==> src/rtl/fir_mac_pkg.sv <==
// Shared types, default widths and configuration checks for the time-multiplexed
// FIR multiply-accumulate sequencer.
package fir_mac_pkg;

  typedef enum logic [1:0] {
    ST_IDLE  = 2'd0,
    ST_ACCUM = 2'd1,
    ST_DRAIN = 2'd2
  } fir_state_e;

  localparam int DEF_A_DATA_WIDTH = 25;
  localparam int DEF_B_DATA_WIDTH = 18;
  localparam int DEF_P_DATA_WIDTH = 48;
  localparam int DEF_NTAPS        = 16;

  // One cycle per tap plus the DRAIN cycle that captures the slice output.
  localparam int FIR_LATENCY = DEF_NTAPS + 1;

  function automatic int firLatency(input int ntaps);
    return ntaps + 1;
  endfunction

  // The accumulator must hold NTAPS full-scale products without wrapping.
  function automatic bit ntapsValid(input int ntaps, input int aWidth,
                                    input int bWidth, input int pWidth);
    return (ntaps >= 2) && (ntaps <= 32) && ((ntaps & (ntaps - 1)) == 0) &&
           (aWidth + bWidth + $clog2(ntaps) <= pWidth);
  endfunction

endpackage

==> src/rtl/fir_mac_ctrl_if.sv <==
// Bundles the sample stream, coefficient write port, DSP slice drive and result
// stream of the FIR sequencer; master is the sequencer, slave its environment.
interface fir_mac_ctrl_if
  import fir_mac_pkg::*;
#(
  parameter int A_DATA_WIDTH = DEF_A_DATA_WIDTH,
  parameter int B_DATA_WIDTH = DEF_B_DATA_WIDTH,
  parameter int P_DATA_WIDTH = DEF_P_DATA_WIDTH,
  parameter int NTAPS        = DEF_NTAPS
) ();

  localparam int ADDR_WIDTH = $clog2(NTAPS);

  logic [A_DATA_WIDTH-1:0] s_data_i;
  logic                    s_valid_i;
  logic                    s_ready_o;

  logic                    coef_we_i;
  logic [ADDR_WIDTH-1:0]   coef_addr_i;
  logic [B_DATA_WIDTH-1:0] coef_data_i;

  logic                    dsp_acc_o;
  logic [A_DATA_WIDTH-1:0] dsp_a_o;
  logic [B_DATA_WIDTH-1:0] dsp_b_o;
  logic [P_DATA_WIDTH-1:0] dsp_p_i;

  logic [P_DATA_WIDTH-1:0] m_data_o;
  logic                    m_valid_o;
  logic                    m_ready_i;

  modport master (
    input  s_data_i, s_valid_i,
    output s_ready_o,
    input  coef_we_i, coef_addr_i, coef_data_i,
    output dsp_acc_o, dsp_a_o, dsp_b_o,
    input  dsp_p_i,
    output m_data_o, m_valid_o,
    input  m_ready_i
  );

  modport slave (
    output s_data_i, s_valid_i,
    input  s_ready_o,
    output coef_we_i, coef_addr_i, coef_data_i,
    input  dsp_acc_o, dsp_a_o, dsp_b_o,
    output dsp_p_i,
    input  m_data_o, m_valid_o,
    output m_ready_i
  );

endinterface

==> src/rtl/fir_mac_hist.sv <==
// Circular sample history: each write lands at the write pointer and becomes the
// newest sample; the read port returns the sample i_tap positions older than newest.
module fir_mac_hist
  import fir_mac_pkg::*;
#(
  parameter int A_DATA_WIDTH = DEF_A_DATA_WIDTH,
  parameter int NTAPS        = DEF_NTAPS
) (
  input  logic                          clk_i,
  input  logic                          rst_i,
  input  logic                          i_we,
  input  logic [A_DATA_WIDTH-1:0]       i_wdata,
  input  logic [$clog2(NTAPS)-1:0]      i_tap,
  output logic [A_DATA_WIDTH-1:0]       o_rdata
);

  localparam int ADDR_WIDTH = $clog2(NTAPS);

  logic [A_DATA_WIDTH-1:0] r_hist [NTAPS];
  logic [ADDR_WIDTH-1:0]   r_wrPtr;
  logic [ADDR_WIDTH-1:0]   r_newest;
  logic [ADDR_WIDTH-1:0]   w_rdIdx;

  // Pointer arithmetic wraps naturally because NTAPS is a power of two.
  always_ff @(posedge clk_i or posedge rst_i) begin
    if (rst_i) begin
      for (int i = 0; i < NTAPS; i++) begin
        r_hist[i] <= '0;
      end
      r_wrPtr  <= '0;
      r_newest <= '0;
    end else if (i_we) begin
      r_hist[r_wrPtr] <= i_wdata;
      r_newest        <= r_wrPtr;
      r_wrPtr         <= r_wrPtr + 1'b1;
    end
  end

  assign w_rdIdx = r_newest - i_tap;
  assign o_rdata = r_hist[w_rdIdx];

endmodule

==> src/rtl/fir_mac_ctrl.sv <==
// Sequences one external multiply-accumulate slice through an NTAPS-tap FIR pass
// per accepted sample and hands the accumulated result out over valid/ready.
module fir_mac_ctrl
  import fir_mac_pkg::*;
#(
  parameter int A_DATA_WIDTH = DEF_A_DATA_WIDTH,
  parameter int B_DATA_WIDTH = DEF_B_DATA_WIDTH,
  parameter int P_DATA_WIDTH = DEF_P_DATA_WIDTH,
  parameter int NTAPS        = DEF_NTAPS
) (
  input logic           clk_i,
  input logic           rst_i,
  fir_mac_ctrl_if.master bus
);

  localparam int                    ADDR_WIDTH = $clog2(NTAPS);
  localparam logic [ADDR_WIDTH-1:0] LAST_TAP   = ADDR_WIDTH'(NTAPS - 1);

  generate
    if (!ntapsValid(NTAPS, A_DATA_WIDTH, B_DATA_WIDTH, P_DATA_WIDTH)) begin : gBadConfig
      $error("fir_mac_ctrl: NTAPS must be a power of two in 2..32 and fit the accumulator");
    end
  endgenerate

  fir_state_e              r_state;
  logic [ADDR_WIDTH-1:0]   r_tap;
  logic [B_DATA_WIDTH-1:0] r_coef [NTAPS];
  logic [P_DATA_WIDTH-1:0] r_mData;
  logic                    r_mValid;
  logic                    r_sReady;
  logic                    r_dspAcc;
  logic [A_DATA_WIDTH-1:0] w_histData;
  logic                    w_accept;

  assign w_accept = (r_state == ST_IDLE) && bus.s_valid_i;

  fir_mac_hist #(
    .A_DATA_WIDTH(A_DATA_WIDTH),
    .NTAPS       (NTAPS)
  ) u_hist (
    .clk_i  (clk_i),
    .rst_i  (rst_i),
    .i_we   (w_accept),
    .i_wdata(bus.s_data_i),
    .i_tap  (r_tap),
    .o_rdata(w_histData)
  );

  // Coefficient writes are honoured in every state, so a write mid-pass
  // changes the taps that are read after that edge.
  always_ff @(posedge clk_i or posedge rst_i) begin
    if (rst_i) begin
      for (int i = 0; i < NTAPS; i++) begin
        r_coef[i] <= '0;
      end
    end else if (bus.coef_we_i) begin
      r_coef[bus.coef_addr_i] <= bus.coef_data_i;
    end
  end

  // Control sequencer. acc is registered one cycle ahead of the tap it governs:
  // low only for tap 0 so stale slice contents are discarded, high in DRAIN so
  // the slice holds its sum while the result register is blocked.
  always_ff @(posedge clk_i or posedge rst_i) begin
    if (rst_i) begin
      r_state  <= ST_IDLE;
      r_tap    <= '0;
      r_mData  <= '0;
      r_mValid <= 1'b0;
      r_sReady <= 1'b1;
      r_dspAcc <= 1'b0;
    end else begin
      if (bus.m_ready_i) begin
        r_mValid <= 1'b0;
      end
      case (r_state)
        ST_IDLE: begin
          if (bus.s_valid_i) begin
            r_state  <= ST_ACCUM;
            r_tap    <= '0;
            r_sReady <= 1'b0;
            r_dspAcc <= 1'b0;
          end
        end
        ST_ACCUM: begin
          r_tap    <= r_tap + 1'b1;
          r_dspAcc <= 1'b1;
          if (r_tap == LAST_TAP) begin
            r_state <= ST_DRAIN;
          end
        end
        ST_DRAIN: begin
          if (!r_mValid || bus.m_ready_i) begin
            r_mData  <= bus.dsp_p_i;
            r_mValid <= 1'b1;
            r_state  <= ST_IDLE;
            r_sReady <= 1'b1;
            r_dspAcc <= 1'b0;
          end
        end
        default: begin
          r_state  <= ST_IDLE;
          r_sReady <= 1'b1;
          r_dspAcc <= 1'b0;
        end
      endcase
    end
  end

  assign bus.dsp_a_o   = (r_state == ST_ACCUM) ? w_histData    : '0;
  assign bus.dsp_b_o   = (r_state == ST_ACCUM) ? r_coef[r_tap] : '0;
  assign bus.dsp_acc_o = r_dspAcc;
  assign bus.s_ready_o = r_sReady;
  assign bus.m_data_o  = r_mData;
  assign bus.m_valid_o = r_mValid;

  // A blocked result must not change until the consumer takes it.
  assert property (@(posedge clk_i) disable iff (rst_i)
    (r_mValid && !bus.m_ready_i) |=> $stable(r_mData));

endmodule
==> src/flat_wrapper.sv <==
// flat-port wrapper written by rule: the top's interface ports become plain ports
module fir_mac_ctrl_flat import fir_mac_pkg::*;
#(
  parameter int A_DATA_WIDTH = DEF_A_DATA_WIDTH,
  parameter int B_DATA_WIDTH = DEF_B_DATA_WIDTH,
  parameter int P_DATA_WIDTH = DEF_P_DATA_WIDTH,
  parameter int NTAPS        = DEF_NTAPS
)
  (clk_i, rst_i, bus_s_data_i, bus_s_valid_i, bus_s_ready_o, bus_coef_we_i, bus_coef_addr_i, bus_coef_data_i, bus_dsp_acc_o, bus_dsp_a_o, bus_dsp_b_o, bus_dsp_p_i, bus_m_data_o, bus_m_valid_o, bus_m_ready_i);
  fir_mac_ctrl_if #(.A_DATA_WIDTH(A_DATA_WIDTH), .B_DATA_WIDTH(B_DATA_WIDTH), .P_DATA_WIDTH(P_DATA_WIDTH), .NTAPS(NTAPS)) bus_i ();
  input logic clk_i;
  input logic rst_i;
  input wire logic [$bits(bus_i.s_data_i)-1:0] bus_s_data_i;
  input wire logic [$bits(bus_i.s_valid_i)-1:0] bus_s_valid_i;
  output wire logic [$bits(bus_i.s_ready_o)-1:0] bus_s_ready_o;
  input wire logic [$bits(bus_i.coef_we_i)-1:0] bus_coef_we_i;
  input wire logic [$bits(bus_i.coef_addr_i)-1:0] bus_coef_addr_i;
  input wire logic [$bits(bus_i.coef_data_i)-1:0] bus_coef_data_i;
  output wire logic [$bits(bus_i.dsp_acc_o)-1:0] bus_dsp_acc_o;
  output wire logic [$bits(bus_i.dsp_a_o)-1:0] bus_dsp_a_o;
  output wire logic [$bits(bus_i.dsp_b_o)-1:0] bus_dsp_b_o;
  input wire logic [$bits(bus_i.dsp_p_i)-1:0] bus_dsp_p_i;
  output wire logic [$bits(bus_i.m_data_o)-1:0] bus_m_data_o;
  output wire logic [$bits(bus_i.m_valid_o)-1:0] bus_m_valid_o;
  input wire logic [$bits(bus_i.m_ready_i)-1:0] bus_m_ready_i;
  assign bus_i.s_data_i = bus_s_data_i;
  assign bus_i.s_valid_i = bus_s_valid_i;
  assign bus_s_ready_o = bus_i.s_ready_o;
  assign bus_i.coef_we_i = bus_coef_we_i;
  assign bus_i.coef_addr_i = bus_coef_addr_i;
  assign bus_i.coef_data_i = bus_coef_data_i;
  assign bus_dsp_acc_o = bus_i.dsp_acc_o;
  assign bus_dsp_a_o = bus_i.dsp_a_o;
  assign bus_dsp_b_o = bus_i.dsp_b_o;
  assign bus_i.dsp_p_i = bus_dsp_p_i;
  assign bus_m_data_o = bus_i.m_data_o;
  assign bus_m_valid_o = bus_i.m_valid_o;
  assign bus_i.m_ready_i = bus_m_ready_i;
  fir_mac_ctrl #(.A_DATA_WIDTH(A_DATA_WIDTH), .B_DATA_WIDTH(B_DATA_WIDTH), .P_DATA_WIDTH(P_DATA_WIDTH), .NTAPS(NTAPS)) u_core (.clk_i(clk_i), .rst_i(rst_i), .bus(bus_i));
endmodule
==> config.mk <==
export PLATFORM = sky130hd
export DESIGN_NAME = fir_mac_ctrl_flat
export DESIGN_NICKNAME = d
export VERILOG_FILES = /design/src/rtl/fir_mac_pkg.sv /design/src/rtl/fir_mac_ctrl_if.sv /design/src/rtl/fir_mac_hist.sv /design/src/rtl/fir_mac_ctrl.sv /design/src/flat_wrapper.sv
export SDC_FILE = /design/constraint.sdc
export NUM_CORES = 1
export LEC_CHECK = 0
export ABC_AREA = 1
export CELL_PAD_IN_SITES_DETAIL_PLACEMENT = 0
export CELL_PAD_IN_SITES_GLOBAL_PLACEMENT = 1
export CORE_MARGIN = 1.5
export CORE_UTILIZATION = 45
export DETAILED_ROUTE_END_ITERATION = 10
export PLACE_DENSITY_LB_ADDON = 0.1
export SYNTH_ARGS = -nofsm -noshare
export SYNTH_HDL_FRONTEND = slang
export SYNTH_SLANG_ARGS = --single-unit
==> constraint.sdc <==
create_clock -name clk_i -period 38.4 [get_ports clk_i]
set_clock_uncertainty 0.2 [all_clocks]
set_input_delay 7.68 -clock clk_i [delete_from_list [all_inputs] [get_ports clk_i]]
set_output_delay 7.68 -clock clk_i [all_outputs]
set_load 0.1 [all_outputs]
; ---- After elaboration in Yosys (flattened, before gate mapping)
; Cells that the tools add are included.
[op_classes]
add_sub_neg = 3
n_lt_le_gt_ge = 6
eq_ne = 6
mux = 28
bitwise = 5
n_reduce_logical = 12
[ops]
columns = op, count
row1 = bitwise mux 400 bit, 1
row2 = bitwise mux 288 bit, 1
row3 = binary-select mux 25 bit (select 4 bit), 1
row4 = demux 25 bit (select 4 bit), 1
row5 = two-way mux 25 bit, 4
row6 = binary-select mux 18 bit (select 4 bit), 1
row7 = demux 18 bit (select 4 bit), 1
row8 = two-way mux 18 bit, 4
row9 = ">= comparator 5 bit, second input constant", 4
row10 = NOT 4 -> 5 bit, 4
row11 = "less-than comparator 5 x 1 -> 1 bit, second input constant", 2
row12 = "adder 4 x 1 -> 4 bit, second input constant", 2
row13 = case mux 4 bit (2 select lines), 1
row14 = two-way mux 1 bit, 6
row15 = two-way mux 2 bit, 3
row16 = case mux 1 bit (3 select lines), 2
row17 = case mux 2 bit (3 select lines), 1
row18 = AND reduction 2 bit, 3
row19 = AND reduction 3 bit, 2
row20 = "equality test 4 bit, second input constant", 1
row21 = two-way mux 4 bit, 1
row22 = "inequality test 2 x 1 -> 1 bit, second input constant", 2
row23 = subtractor 4 bit, 1
row24 = logical AND 1 bit, 3
row25 = 8 further kinds, 8
[totals]
regBits = 753
in_bits = 100
out_inout_bits = 94
elab_cells = 100

; ---- Logic depth before layout (Yosys ltp)
; Gate-level depths: netlist of run 1.
[logic_depth]
depth_word = 6
ltp_mapped = 13
mapped_depth_nobuf = 12

; ---- Modules after synthesis
; From an unflattened synthesis of run 1, not the netlist that was laid out.
[hier_totals]
cells_unflattened = 4848
hier_area_um2 = 36472.5
[modules_own_cells]
columns = module, instances, cells_each, area_each_um2
row1 = fir_mac_hist, 1, 2818, 20223.1
row2 = fir_mac_ctrl, 1, 2030, 16249.3

; ---- Worst setup path after synthesis of run 1
; Ideal clock, no wire load.
[synth_path]
path_kind = register to output
from = register u_core.r_tap[1]
to = output port bus_dsp_a_o[23]
t_arrival_ps = 3452
t_required_ps = 30520
path_slack_ps = 27068
path_stages_with_launch = 12
path_cell_list = dfrtp_1 inv_2 clkbuf_1 fa_1 inv_1 clkbuf_1 o21ai_0 o21ai_0 nand2_1 nand2_1 nor2_1 nor2_1
[synth_via]
elab_chain_len = 6
[synth_lines]
columns = item, line
row1 = start: declaration, fir_mac_ctrl.sv:26  ; logic [ADDR_WIDTH-1:0] r_tap;
row2 = start signal: assignment, fir_mac_ctrl.sv:86  ; r_tap <= r_tap + 1'b1;
row3 = subtractor 4 bit, fir_mac_hist.sv:39  ; assign w_rdIdx = r_newest - i_tap;
row4 = NOT 4 -> 5 bit (not written as such), fir_mac_hist.sv:40  ; assign o_rdata = r_hist[w_rdIdx];
row5 = binary-select mux 25 bit (select 4 bit), fir_mac_hist.sv:40
row6 = two-way mux 25 bit (not written as such) (2 in series), fir_mac_hist.sv:40
row7 = two-way mux 25 bit, fir_mac_ctrl.sv:110  ; assign bus.dsp_a_o = (r_state == ST_ACCUM) ? w_histData : '0;
row8 = end: declaration, flat_wrapper.sv:20  ; output wire logic [$bits(bus_i.dsp_a_o)-1:0] bus_dsp_a_o;
; No other way between the ends. The select of a mux whose other input is x is not followed.

; ---- Final worst setup path of run 1
[layout_path]
from = register u_core.r_tap[0]
to = output port bus_dsp_a_o[0]
; Same word-level chain as after synthesis.

==> results.json, run 1 <==
{
  "slew_headroom_pct": 13.2,
  "fp.dieH_um": 281,
  "required_ps": 30520,
  "dp.cells": 5432,
  "yosys.cell_count.top_type": "nand2_1",
  "crit_fanout": 83,
  "wl_per_cell_um": 18.4,
  "finalSetupViolCount": 0,
  "synth_top_cell_by_area": "dfrtp_1",
  "worst_slew_pin_slew_ps": 1300,
  "diodes": 0,
  "drv_cap": 0,
  "placementRows": 101,
  "num_vias": 28622,
  "detail_route.vias_per_cell": 5.12,
  "grt_usage_pct": 26.6,
  "outcome": "complete, no violations",
  "synth_area_mm2": 0.0347,
  "layoutNonFillerInstCount": 5586,
  "fin_crit_ps": 14100,
  "postSynthCellCount": 4489,
  "antenna_found_initial": 1,
  "synth_top_area_share_pct": 54.3,
  "hpwl_um": 57200,
  "drt-initial-drc-count": 2455,
  "place_ws_ps": 25040,
  "clockRootBuffer": "clkbuf_16",
  "grt_pass1_vias": 28028,
  "maxSlewViolCount": 0,
  "syn_avg_cell_area_um2": 7.72,
  "cts_hold_buf": 0,
  "place_congestion": 0.788,
  "synth.distinct_cells": 28,
  "ff2ff_setup_slack_ps": 35330,
  "ios": 194,
  "path_class": "register to output pin",
  "insertion_delay_ps": 640,
  "setup_slack_ps": 24300,
  "hold_viol": 0,
  "ys_seq_elements": 753,
  "num-nets-final": 4598,
  "finalCritPeriodShare_pct": 36.7,
  "max_freq_mhz": 70.9,
  "cp_slowest_cell": "clkdlybuf4s50_1",
  "yosys_warnings": 0,
  "fp.dieW_um": 281,
  "synth_edf_count": 0,
  "htree_levels": 3,
  "rsz0062_at_grt": "false",
  "port_buffers": 193,
  "start_kind": "register",
  "wirelength_um": 103000,
  "die-area_mm2": 0.0787,
  "drive_above_1_share_pct": 4.89,
  "grt_max_degree": 162,
  "final.setup.tns_ps": 0,
  "area_growth_syn_to_layout_pct": 14.7,
  "grt_pass1_wl_um": 163000,
  "cts_inserted_buffers": 85,
  "start_util_pct": 45.6,
  "crit_chain": "ha_4, inv_6, buf_4, buf_4, nand2_1, nand3_1, nand2_1, nand2_1, nand2_1, nand2_1, nand2_1, nor2_1, clkdlybuf4s50_1",
  "cts.sinks": 753,
  "post-cts-setup-buffers": 0,
  "cpPeakStageDelay_ps": 1210,
  "ys_async_sr_fraction_pct": 100,
  "path_common_cell": "nand2_1",
  "drc": 0,
  "dr.pass1.iters": 5,
  "hp-class": "register to register",
  "synth_fp_nets": 4598,
  "ctsLongestPathBuffers": 3,
  "crit_arrival_ps": 6220,
  "synth_ff_type": "dfrtp_1",
  "yosys-top-cells-count": "nand2_1, dfrtp_1, o21ai_0, nand3_1, nor2_1",
  "cts_resized": 0,
  "synth.area.top_cells": "dfrtp_1, nand2_1, o21ai_0",
  "clk_pin_slew_ps": 60,
  "endpoint_kind": "output pin",
  "ys_seq_area_share_pct": 54.3,
  "cts_tree": "yes",
  "ant_nets": 0,
  "core_mm2": 0.0761,
  "overflow": 0
}
[per-stage QoR]
stage | utilization [%] | hold slack (ps) | cell area, µm²
floorplan | - | 248 | 34700
global placement | 48.7 | 253 | 37000
detailed placement | 48.7 | 257 | 37000
CTS | 52.3 | 272 | 39800
global route | 52.3 | 288 | 39800
finish | 52.3 | 268 | 39800
[final timing paths]
check	depth (start not counted)	from	to
max in group asynchronous	5	rst_i	u_core.u_hist.r_hist[322]
setup reg to reg	7	u_core.r_state[0]	u_core.u_hist.r_hist[361]
min in group asynchronous	2	rst_i	u_core.u_hist.r_hist[204]
setup / recovery	13	u_core.r_tap[0]	bus_dsp_a_o[0]
hold / removal	2	u_core.bus.m_data_o[40]	u_core.bus.m_data_o[40]
hold reg to reg	2	u_core.bus.m_data_o[40]	u_core.bus.m_data_o[40]
[placed cells by master, fill, tap and decap left out, types with 3 or more instances in the layout]
master / count
clkdlybuf4s50_1: 193
clkinv_2: 16
ha_1: 7
buf_4: 46
inv_1: 214
nand4_1: 5
nor3_4: 3
clkbuf_16: 86
nor2_4: 10
nor2_1: 327
a21oi_1: 314
o21ai_0: 431
inv_2: 7
nand3_1: 382
inv_6: 5
bufinv_16: 4
nand2_1: 1673
nand3_2: 4
dfrtp_1: 749
clkbuf_8: 16
nand2_2: 9
clkbuf_1: 27
xor2_1: 5
[layout make-up]
| cell class | count | area [µm²] |
|---|---|---|
| fillers | 7535 | 36300 |
| clock inverters | 25 | 251 |
| multi-input cells | 3183 | 13700 |
| clock buffers | 129 | 2470 |
| repair buffers | 241 | 2320 |
| flip-flops and latches | 753 | 18900 |
| inverters | 225 | 862 |
| well taps | 1030 | 1290 |
[per-layer routing]
| layer | wire length [µm] | up-vias | GRT usage, % |
|---|---|---|---|
| met5 | 7 | - | 0 |
| met4 | 2880 | 2 | 8.14 |
| met3 | 3870 | 157 | 3.80 |
| met2 | 50900 | 555 | 46.0 |
| met1 | 44900 | 13700 | 34.4 |
| li1 | - | 14208 | - |
[critical path: cells and delay by family (launching register included)]
family                   cells  cell delay, ps
buffers and inverters        4            3150
adder cells (fa/ha/maj)      1             490
AND/OR/NAND/NOR              8             810
flip-flops                   1             930
[state kept, by name, summed over array words and instances, names as in the netlist]
register,cells
u_core.r_state,2
u_core.r_tap,4
u_core.u_hist.r_hist,400
u_core.bus.dsp_acc_o,1
u_core.bus.m_valid_o,1
u_core.bus.s_ready_o,1
u_core.r_coef,288
u_core.u_hist.r_newest,4
u_core.bus.m_data_o,48
u_core.u_hist.r_wrPtr,4
[cells by family after synthesis]
| kind of cell | Yosys count | synth area share (%) |
|---|---|---|
| AND/OR/NAND/NOR | 2418 | 27.9 |
| flip-flops | 753 | 54.3 |
| AO/OA/AOI/OAI | 749 | 10.8 |
| buffers and inverters | 553 | 6.40 |
| adder cells (fa/ha/maj) | 9 | 0.346 |
| XOR/XNOR | 7 | 0.177 |
Power of run 1 is left out: the tool's default activity adds up to more than one toggle a clock period on the data nets, which glitch-free logic cannot reach.
==> run 2: changes to the inputs <==
Clock period 38.4 ns to 14.3 ns, I/O delays scaled along.
==> run 2 against run 1 <==
Die area unchanged. Flip-flop and latch count did not move. Final cell count hardly changed. Non-clock buffer count grew 1. Utilization is 0.15 points higher. Worst setup slack got worse by 19000 ps. Register-to-register slack got worse by 24000 ps. Wire length increased by 0.20%. Via count down 0.21%. Final area increased by 0.28%.
==> results.json, run 2 (same netlist as run 1, synthesis figures left out) <==
{
  "wl_per_cell_um": 18.4,
  "clk_pin_slew_ps": 60,
  "grt_pass1_wl_um": 162000,
  "crit_arrival_ps": 5830,
  "drive_above_1_share_pct": 5.00,
  "rsz0062_at_grt": "false",
  "r2r_end": "u_core.r_tap[0]",
  "fin_crit_ps": 8890,
  "dr.pass1.iters": 5,
  "port_buffers": 193,
  "post-cts-setup-buffers": 0,
  "drt-initial-drc-count": 2330,
  "worst_slew_pin_slew_ps": 1170,
  "hold_viol": 0,
  "top_register": "u_core.u_hist.r_hist",
  "cts.sinks": 753,
  "nFillCells": 7525,
  "cp-endpoint": "bus_dsp_a_o[1]",
  "path_class": "register to output pin",
  "clockRootBuffer": "clkbuf_16",
  "slew_headroom_pct": 22.0,
  "path_delay_family": "buffers and inverters",
  "num-nets-final": 4599,
  "grt_usage_pct": 26.5,
  "start_kind": "register",
  "largest_reg_flops": 400,
  "cp_slowest_cell": "clkdlybuf4s50_1",
  "rr_startpoint": "u_core.r_tap[0]",
  "path_depth": 12,
  "antenna_found_initial": 0,
  "finalSetupViolCount": 0,
  "outcome": "complete, no violations",
  "grt_pass1_vias": 27537,
  "wirelength_um": 103000,
  "place_congestion": 0.804,
  "overflow": 0,
  "cts_tree": "yes",
  "ctsLongestPathBuffers": 3,
  "setup_slack_ps": 5410,
  "insertion_delay_ps": 630,
  "crit_fanout": 77,
  "diodes": 0,
  "drc": 0,
  "layout_commonest_cell": "nand2_1",
  "max_freq_mhz": 112,
  "start_util_pct": 45.6,
  "hp-class": "register to register",
  "area_growth_syn_to_layout_pct": 15.0,
  "final_cell_mix": "nand2_1, dfrtp_1, o21ai_0",
  "crit_chain": "ha_4, buf_4, buf_4, nand2_1, nand3_1, nand2_1, nand2_1, nand2_1, nand2_1, nand2_1, nor2_1, clkdlybuf4s50_1",
  "cts_hold_buf": 0,
  "path_common_cell": "nand2_1",
  "cpPeakStageDelay_ps": 1200,
  "worst-path-buf-inv": 3,
  "die-area_mm2": 0.0787,
  "ff2ff_setup_slack_ps": 11540,
  "placementRows": 101,
  "drv_cap": 0,
  "hpwl_um": 56600,
  "detail_route.vias_per_cell": 5.11,
  "required_ps": 11240,
  "htree_levels": 3,
  "maxSlewViolCount": 0,
  "finalCritPeriodShare_pct": 62.2,
  "fp.dieH_um": 281,
  "cts_resized": 0,
  "startpoint": "u_core.r_tap[0]",
  "fp.dieW_um": 281,
  "core_mm2": 0.0761,
  "cts_inserted_buffers": 85,
  "ios": 194,
  "ant_nets": 0,
  "grt_max_degree": 176,
  "worstRegToRegCells": 3,
  "place_ws_ps": 6050,
  "final.setup.tns_ps": 0,
  "endpoint_kind": "output pin",
  "num_vias": 28563
}
[run 2: metal layers]
metal / vias to the layer above / GRT usage (%) / share of wire [%] / routed length (µm)
met5: - / 0 / 0 / 0
met4: 0 / 8.57 / 2.9 / 3010
met3: 144 / 3.51 / 4.1 / 4240
met2: 546 / 44.9 / 49 / 50300
met1: 13644 / 35.1 / 44 / 45300
li1: 14229 / - / - / -
[run 2: metrics by stage]
step | std cells | instance area [µm²] | hold WS, ps | utilization [%]
after global placement | 5433 | 37100 | 253 | 48.7
final | 5589 | 39900 | 268 | 52.4
after floorplan | 4489 | 34700 | 248 | -
after CTS | 5589 | 39900 | 272 | 52.4
after detailed placement | 5433 | 37100 | 258 | 48.7
after global routing | 5589 | 39900 | 290 | 52.4
[run 2: layout make-up]
cell class / instances / area [µm²] / share of cell area [%]
Sequential cell: 753 / 18800 / 47.3
Multi-Input combinational cell: 3183 / 13700 / 34.4
Clock buffer: 134 / 2590 / 6.50
Timing Repair Buffer: 242 / 2340 / 5.86
Tap cell: 1030 / 1290 / 3.23
Inverter: 225 / 858 / 2.15
Clock inverter: 22 / 234 / 0.587
[run 2: worst min-delay path by stage]
stage,depth (start not counted),slack (ps),to,start
2_1_floorplan,2,250,u_core.u_hist.r_hist[373],u_core.u_hist.r_hist[373]
3_3_place_gp,2,250,u_core.bus.m_data_o[43],u_core.bus.m_data_o[43]
3_5_place_dp,2,260,u_core.bus.m_data_o[43],u_core.bus.m_data_o[43]
4_1_cts,2,270,u_core.bus.m_data_o[30],u_core.bus.m_data_o[30]
5_1_grt,2,290,u_core.bus.m_data_o[1],u_core.bus.m_data_o[1]
6_report,2,270,u_core.bus.m_data_o[9],u_core.bus.m_data_o[9]
[run 2: worst min-delay path, cell delays in order (launching register included)]
cell and delay (ps):
dfrtp_1 340, nand2_1 50, nand2_1 40
Power of run 2 is left out for the same reason.
